<file path="src/rtl/nrzi_stuff_serializer.sv">
// nrzi_stuff_serializer
// Transmit-side USB line encoder. It accepts parallel words over a valid/ready
// handshake and serialises them one bit per bit-time strobe. Each bit is NRZI
// encoded, and the line level carries across word boundaries. A zero is stuffed
// after every run of STUFF_LIMIT data ones. The line returns to idle (1, J) at
// every packet boundary.
//
// Ports:
//   clk        - single clock, rising edge
//   n_rst      - asynchronous reset, active low
//   shift_en   - bit-time strobe; one output bit per cycle it is high
//   in_valid   - in_data / in_last are valid
//   in_data    - word to transmit
//   in_last    - word ends the packet
//   in_ready   - word accepted when in_valid && in_ready (combinational)
//   bit_out    - NRZI line level (registered)
//   bit_strobe - one-cycle pulse: bit_out was updated at this edge
//   stuff_bit  - qualifies bit_strobe: the emitted bit is a stuffed zero
//   busy       - FSM is not idle
//   pkt_done   - one-cycle pulse on normal packet completion
//   underrun   - one-cycle pulse when a packet aborts for lack of data
module nrzi_stuff_serializer #(
    parameter int DATA_WIDTH  = 8,
    parameter int STUFF_LIMIT = 6,
    parameter int LSB_FIRST   = 0
) (
    input  logic                  clk,
    input  logic                  n_rst,
    input  logic                  shift_en,
    input  logic                  in_valid,
    input  logic [DATA_WIDTH-1:0] in_data,
    input  logic                  in_last,
    output logic                  in_ready,
    output logic                  bit_out,
    output logic                  bit_strobe,
    output logic                  stuff_bit,
    output logic                  busy,
    output logic                  pkt_done,
    output logic                  underrun
);

    localparam int IW = (DATA_WIDTH > 1) ? $clog2(DATA_WIDTH) : 1;
    localparam int OW = $clog2(STUFF_LIMIT + 1);

    localparam logic [IW-1:0] LAST_IDX  = IW'(DATA_WIDTH - 1);
    localparam logic [OW-1:0] ONES_STUF = OW'(STUFF_LIMIT);

    typedef enum logic [1:0] {
        IDLE       = 2'd0,
        ACTIVE     = 2'd1,
        TAIL_STUFF = 2'd2,
        DONE       = 2'd3
    } state_t;

    // Next data bit to transmit in the configured bit order.
    function automatic logic head_bit(input logic [DATA_WIDTH-1:0] sr);
        if (LSB_FIRST != 0) begin
            return sr[0];
        end else begin
            return sr[DATA_WIDTH-1];
        end
    endfunction

    // Shift register after the head bit has been consumed.
    function automatic logic [DATA_WIDTH-1:0] drop_head(input logic [DATA_WIDTH-1:0] sr);
        if (LSB_FIRST != 0) begin
            return {1'b0, sr[DATA_WIDTH-1:1]};
        end else begin
            return {sr[DATA_WIDTH-2:0], 1'b0};
        end
    endfunction

    state_t                state_r, state_s;
    logic [DATA_WIDTH-1:0] shreg_r, shreg_s;
    logic [IW-1:0]         idx_r, idx_s;
    logic [OW-1:0]         ones_r, ones_s;
    logic                  last_r, last_s;
    logic                  lvl_r, lvl_s;
    logic                  bit_out_r, bit_out_s;
    logic                  strobe_r, strobe_s;
    logic                  stuff_r, stuff_s;
    logic                  busy_r;
    logic                  done_r, done_s;
    logic                  under_r, under_s;
    logic                  ready_s;
    logic                  data_bit_s;

    // Next-state, datapath and handshake decode.
    always_comb begin
        state_s    = state_r;
        shreg_s    = shreg_r;
        idx_s      = idx_r;
        ones_s     = ones_r;
        last_s     = last_r;
        lvl_s      = lvl_r;
        bit_out_s  = bit_out_r;
        strobe_s   = 1'b0;
        stuff_s    = 1'b0;
        done_s     = 1'b0;
        under_s    = 1'b0;
        ready_s    = 1'b0;
        data_bit_s = head_bit(shreg_r);

        case (state_r)
            IDLE: begin
                ready_s = 1'b1;
                lvl_s   = 1'b1;
                ones_s  = {OW{1'b0}};
                if (in_valid) begin
                    shreg_s = in_data;
                    last_s  = in_last;
                    idx_s   = {IW{1'b0}};
                    state_s = ACTIVE;
                end else begin
                    state_s = IDLE;
                end
            end

            ACTIVE: begin
                if (shift_en) begin
                    strobe_s = 1'b1;
                    if (ones_r == ONES_STUF) begin
                        // Stuffed zero: no data bit consumed, index holds.
                        lvl_s     = ~lvl_r;
                        ones_s    = {OW{1'b0}};
                        stuff_s   = 1'b1;
                        bit_out_s = ~lvl_r;
                    end else begin
                        if (data_bit_s) begin
                            lvl_s  = lvl_r;
                            ones_s = ones_r + OW'(1);
                        end else begin
                            lvl_s  = ~lvl_r;
                            ones_s = {OW{1'b0}};
                        end
                        bit_out_s = lvl_s;
                        shreg_s   = drop_head(shreg_r);
                        idx_s     = idx_r + IW'(1);
                        if (idx_r == LAST_IDX) begin
                            if (!last_r) begin
                                // Gapless hand-over: the next word loads on this edge.
                                ready_s = 1'b1;
                                if (in_valid) begin
                                    shreg_s = in_data;
                                    last_s  = in_last;
                                    idx_s   = {IW{1'b0}};
                                end else begin
                                    under_s   = 1'b1;
                                    state_s   = IDLE;
                                    lvl_s     = 1'b1;
                                    bit_out_s = 1'b1;
                                    ones_s    = {OW{1'b0}};
                                end
                            end else if (ones_s == ONES_STUF) begin
                                state_s = TAIL_STUFF;
                            end else begin
                                state_s = DONE;
                            end
                        end else begin
                            state_s = ACTIVE;
                        end
                    end
                end else begin
                    state_s = ACTIVE;
                end
            end

            TAIL_STUFF: begin
                if (shift_en) begin
                    strobe_s  = 1'b1;
                    stuff_s   = 1'b1;
                    lvl_s     = ~lvl_r;
                    bit_out_s = ~lvl_r;
                    ones_s    = {OW{1'b0}};
                    state_s   = DONE;
                end else begin
                    state_s = TAIL_STUFF;
                end
            end

            DONE: begin
                done_s    = 1'b1;
                lvl_s     = 1'b1;
                bit_out_s = 1'b1;
                ones_s    = {OW{1'b0}};
                state_s   = IDLE;
            end

            default: begin
                state_s   = IDLE;
                lvl_s     = 1'b1;
                bit_out_s = 1'b1;
                ones_s    = {OW{1'b0}};
            end
        endcase
    end

    // State and output registers.
    always_ff @(posedge clk or negedge n_rst) begin
        if (!n_rst) begin
            state_r   <= IDLE;
            shreg_r   <= {DATA_WIDTH{1'b0}};
            idx_r     <= {IW{1'b0}};
            ones_r    <= {OW{1'b0}};
            last_r    <= 1'b0;
            lvl_r     <= 1'b1;
            bit_out_r <= 1'b1;
            strobe_r  <= 1'b0;
            stuff_r   <= 1'b0;
            busy_r    <= 1'b0;
            done_r    <= 1'b0;
            under_r   <= 1'b0;
        end else begin
            state_r   <= state_s;
            shreg_r   <= shreg_s;
            idx_r     <= idx_s;
            ones_r    <= ones_s;
            last_r    <= last_s;
            lvl_r     <= lvl_s;
            bit_out_r <= bit_out_s;
            strobe_r  <= strobe_s;
            stuff_r   <= stuff_s;
            busy_r    <= (state_s != IDLE);
            done_r    <= done_s;
            under_r   <= under_s;
        end
    end

    assign in_ready   = ready_s;
    assign bit_out    = bit_out_r;
    assign bit_strobe = strobe_r;
    assign stuff_bit  = stuff_r;
    assign busy       = busy_r;
    assign pkt_done   = done_r;
    assign underrun   = under_r;

endmodule

</file>
<file path="config.mk">
export PLATFORM = sky130hd
export DESIGN_NAME = nrzi_stuff_serializer
export DESIGN_NICKNAME = d
export VERILOG_FILES = /design/src/rtl/nrzi_stuff_serializer.sv
export SDC_FILE = /design/constraint.sdc
export NUM_CORES = 1
export LEC_CHECK = 0
export CAP_MARGIN = 20
export CORE_ASPECT_RATIO = 0.7
export CORE_MARGIN = 2
export CORE_UTILIZATION = 40
export CTS_CLUSTER_SIZE = 8
export DETAILED_ROUTE_END_ITERATION = 8
export SYNTH_ARGS = -nofsm -noshare
export SYNTH_HDL_FRONTEND = slang
export SYNTH_SLANG_ARGS = --single-unit
</file>
<file path="constraint.sdc">
create_clock -name clk -period 2.4 [get_ports clk]
set_clock_uncertainty 0.1 [all_clocks]
set_input_delay 0.36 -clock clk [delete_from_list [all_inputs] [get_ports clk]]
set_output_delay 0.36 -clock clk [all_outputs]
set_load 0.1 [all_outputs]
</file>
==> impl_results.md <==
- Post-cts hold buffer count: 0
- Worst slew margin: 62.0%
- Class of the most critical setup path: register to primary output
- Area grow syn2layout: 22.7%
- IO Pins: 20
- Worst slew pin tran: 569 ps
- Full die area: 4020 sq um
- Residual DRC: 0
- Filler instances: 281
- Finished Cell Area: 1730 sq um
- Number of detailed-route iterations in the first pass: 4
- Grt total ovfl: 0
- Drt total wl: 2760 um
- WP data required: 1940 ps
- CP most frequent cell: ha_1
- Global-route usage over all layers: 16.0%
- Core ar.: 3250 sq um
- Critical path peak fanout: 5
- Post-synth EDFFs: 0
- Leading area contributor after synthesis: dfrtp_1
- Largest net degree at the start of global routing: 15
- Synth warnings: 0
- Distinct cells, synth: 42
- Crit Reg-Reg Startpoint: ones_r[0]
- R2r worst-path depth: 7
- Die Width: 74.9 um
- Drt first-iter violations: 70
- Worst hold path class: primary input to asynchronous set/reset pin
- Peak supply drop: 0.562 mV
- CTS buffer count: 3
- ANT cells: 0
- Max-slew violations: 0
- Min Tclk post-route: 2230 ps
- Antenna viol nets, final: 0
- CP max stage cell: dfrtp_1
- RSZ-0062 raised after global routing: false
- TritonCTS clock tree: yes
- H-Tree Depth: 1
- Asr flop ratio synth: 100%
- Top cells by area, synth: dfrtp_1 (39%), mux2_2 (9.6%), ha_1 (7.1%), buf_6 (4.0%), dfstp_2 (3.7%)
- Dpl cell area: 1660 sq um
- Initial Utilization: 43.3%
- Final GP Congestion: 0.817
- Clock-pin slew on the worst setup and hold paths: 90 ps
- Post-route insts no fill: 196
- Outcome: complete, no violations
- Setup repair bufs after CTS: 0
- Sequential fraction of the synthesis area: 42.8%
- CP cell instances: ha_1 > ha_1 > inv_1 > o41ai_4 > buf_12
- Most common flop cell mapped by yosys: dfrtp_1
- Yosys reg bits: 24
- Sum of negative setup slack: 0 ps
- Initial antenna violation count: 0
- Die height: 53.7 um
- Hpwl dp: 2140 um
- Critical Path AT: 1770 ps
- Leakage Power: 0.753 nW
- Commonest cells after routing, fill and taps aside: dfrtp_1 (22), mux2_2 (12), clkdlybuf4s50_1 (12), inv_1 (10), buf_4 (10)
- Vias in the first global route: 993
- Syn nets: 149
- Nets: 171
- Vias: 1008
- Startpoint type of the worst setup path: register
- Fraction of layout instances using a drive strength above 1: 26.8%
- Clk sink count: 24
- CP endpoint kind: primary output
- Area share of the largest cell type after synthesis: 39.1%
- Final core occ: 53.1%
- Clock latency on the worst-skew pair: 270 ps
- Cells after DPL: 192
- Post-CTS Resized: 0
- Worst R2R End: idx_r[0]
- Clock buffer depth: 2
- R2R Setup Slk: 360 ps
- Rows: 17
- Total power per unit cell area: 1210 nW/um^2
- Global-route wire length before repair: 4830 um
- Mapped Cells: 128
- Fin crit share: 93.1%
- Final hold vios: 0
- Mapped Area: 1410 sq um
- Setup violators final: 0
- Average cell area after synthesis: 11.0 sq um
- Max Fclk: 448 MHz
- Hold_ws: 351 ps
- Root buf cell: clkbuf_8
- CP peak stage delay: 380 ps
- Post-DR vias/cell: 5.14
- Routed wire length per instance: 14.1 um
- Most common cell after layout, fill and taps aside: dfrtp_1
- # Max-Cap Violations: 0
- Port Buf Inserts: 19
[worst max-delay path: cells and delay by family (launching register included)]
family,cells,cell delay (ps)
AOI/OAI and AO/OA,1,380
buffers and inverters,2,340
adders and majority gates,2,390
DFF,1,380
[synthesized netlist by cell type (all sizes together), types with 2 or more instances]
cell / n
ha: 8
nand3b: 2
o32ai: 2
a21oi: 6
a31oi: 3
dfrtp: 22
inv: 10
nand4b: 2
a41oi: 2
mux2i: 3
nand2: 7
or2b: 2
dfstp: 2
buf: 6
mux2: 15
o21ai: 3
and2: 2
nand3: 4
nor2: 7
nor2b: 3
[routing by layer]
| metal | up-vias | global-route usage [%] | share of wire [%] |
|---|---|---|---|
| met5 | - | 0 | 0 |
| met1 | 489 | 24.8 | 53 |
| met3 | 2 | 3.37 | 3.2 |
| li1 | 499 | - | - |
| met4 | 0 | 4.46 | 0.58 |
| met2 | 18 | 22.1 | 43 |
[sequential cells by signal, indices dropped and copies added (netlist names)]
signal and cells:
bit_out 1, bit_strobe 1, busy 1, idx_r 3, last_r 1, lvl_r 1
ones_r 3, pkt_done 1, shreg_r 8, state_r 2, stuff_bit 1, underrun 1
[where the power goes]
part | switching, mW | internal (mW) | leakage [nW] | total, mW
Combinational | 0.587 | 0.462 | 0.416 | 1.05
Clock | 0.127 | 0.223 | 0.0357 | 0.350
Sequential | 0.127 | 0.565 | 0.302 | 0.692
Total | 0.842 | 1.25 | 0.753 | 2.09
[worst max-delay path by stage]
| stage | start | end | slack [ps] | cells past startpoint |
|---|---|---|---|---|
| after floorplan | idx_r[0] | in_ready | 1 | 4 |
| after global placement | in_valid | shreg_r[5] | 200 | 5 |
| after detailed placement | in_valid | shreg_r[3] | 160 | 5 |
| after CTS | idx_r[0] | in_ready | 160 | 5 |
| after global routing | idx_r[0] | in_ready | 70 | 5 |
| final | idx_r[0] | in_ready | 170 | 5 |
[final cells by class]
cell class,instances,area (sq um),area share (%)
Clock buffer,3,41.3,2.39
Clock inverter,1,30.0,1.74
Inverter,10,37.5,2.17
Multi-Input combinational cell,87,723,41.8
Sequential cell,24,603,34.9
Tap cell,47,58.8,3.40
Timing Repair Buffer,24,235,13.6
[metrics by stage]
stage	total power, mW	worst slack (ps)
after detailed placement	1.75	160
after CTS	2.10	156
after global routing	2.24	70.4
after global placement	1.72	196
after floorplan	1.53	1.09
final	2.09	167
[logic make-up after synthesis]
group / count (synthesis) / share of synthesized area (%)
AND/OR/NAND/NOR: 35 / 14.6
AO/OA/AOI/OAI: 25 / 13.4
flip-flops: 24 / 42.8
multiplexers: 18 / 14.1
buffers and inverters: 17 / 7.37
adder cells (fa/ha/maj): 8 / 7.11
XOR/XNOR: 1 / 0.622
No activity file was read; power rests on OpenSTA's default activity.
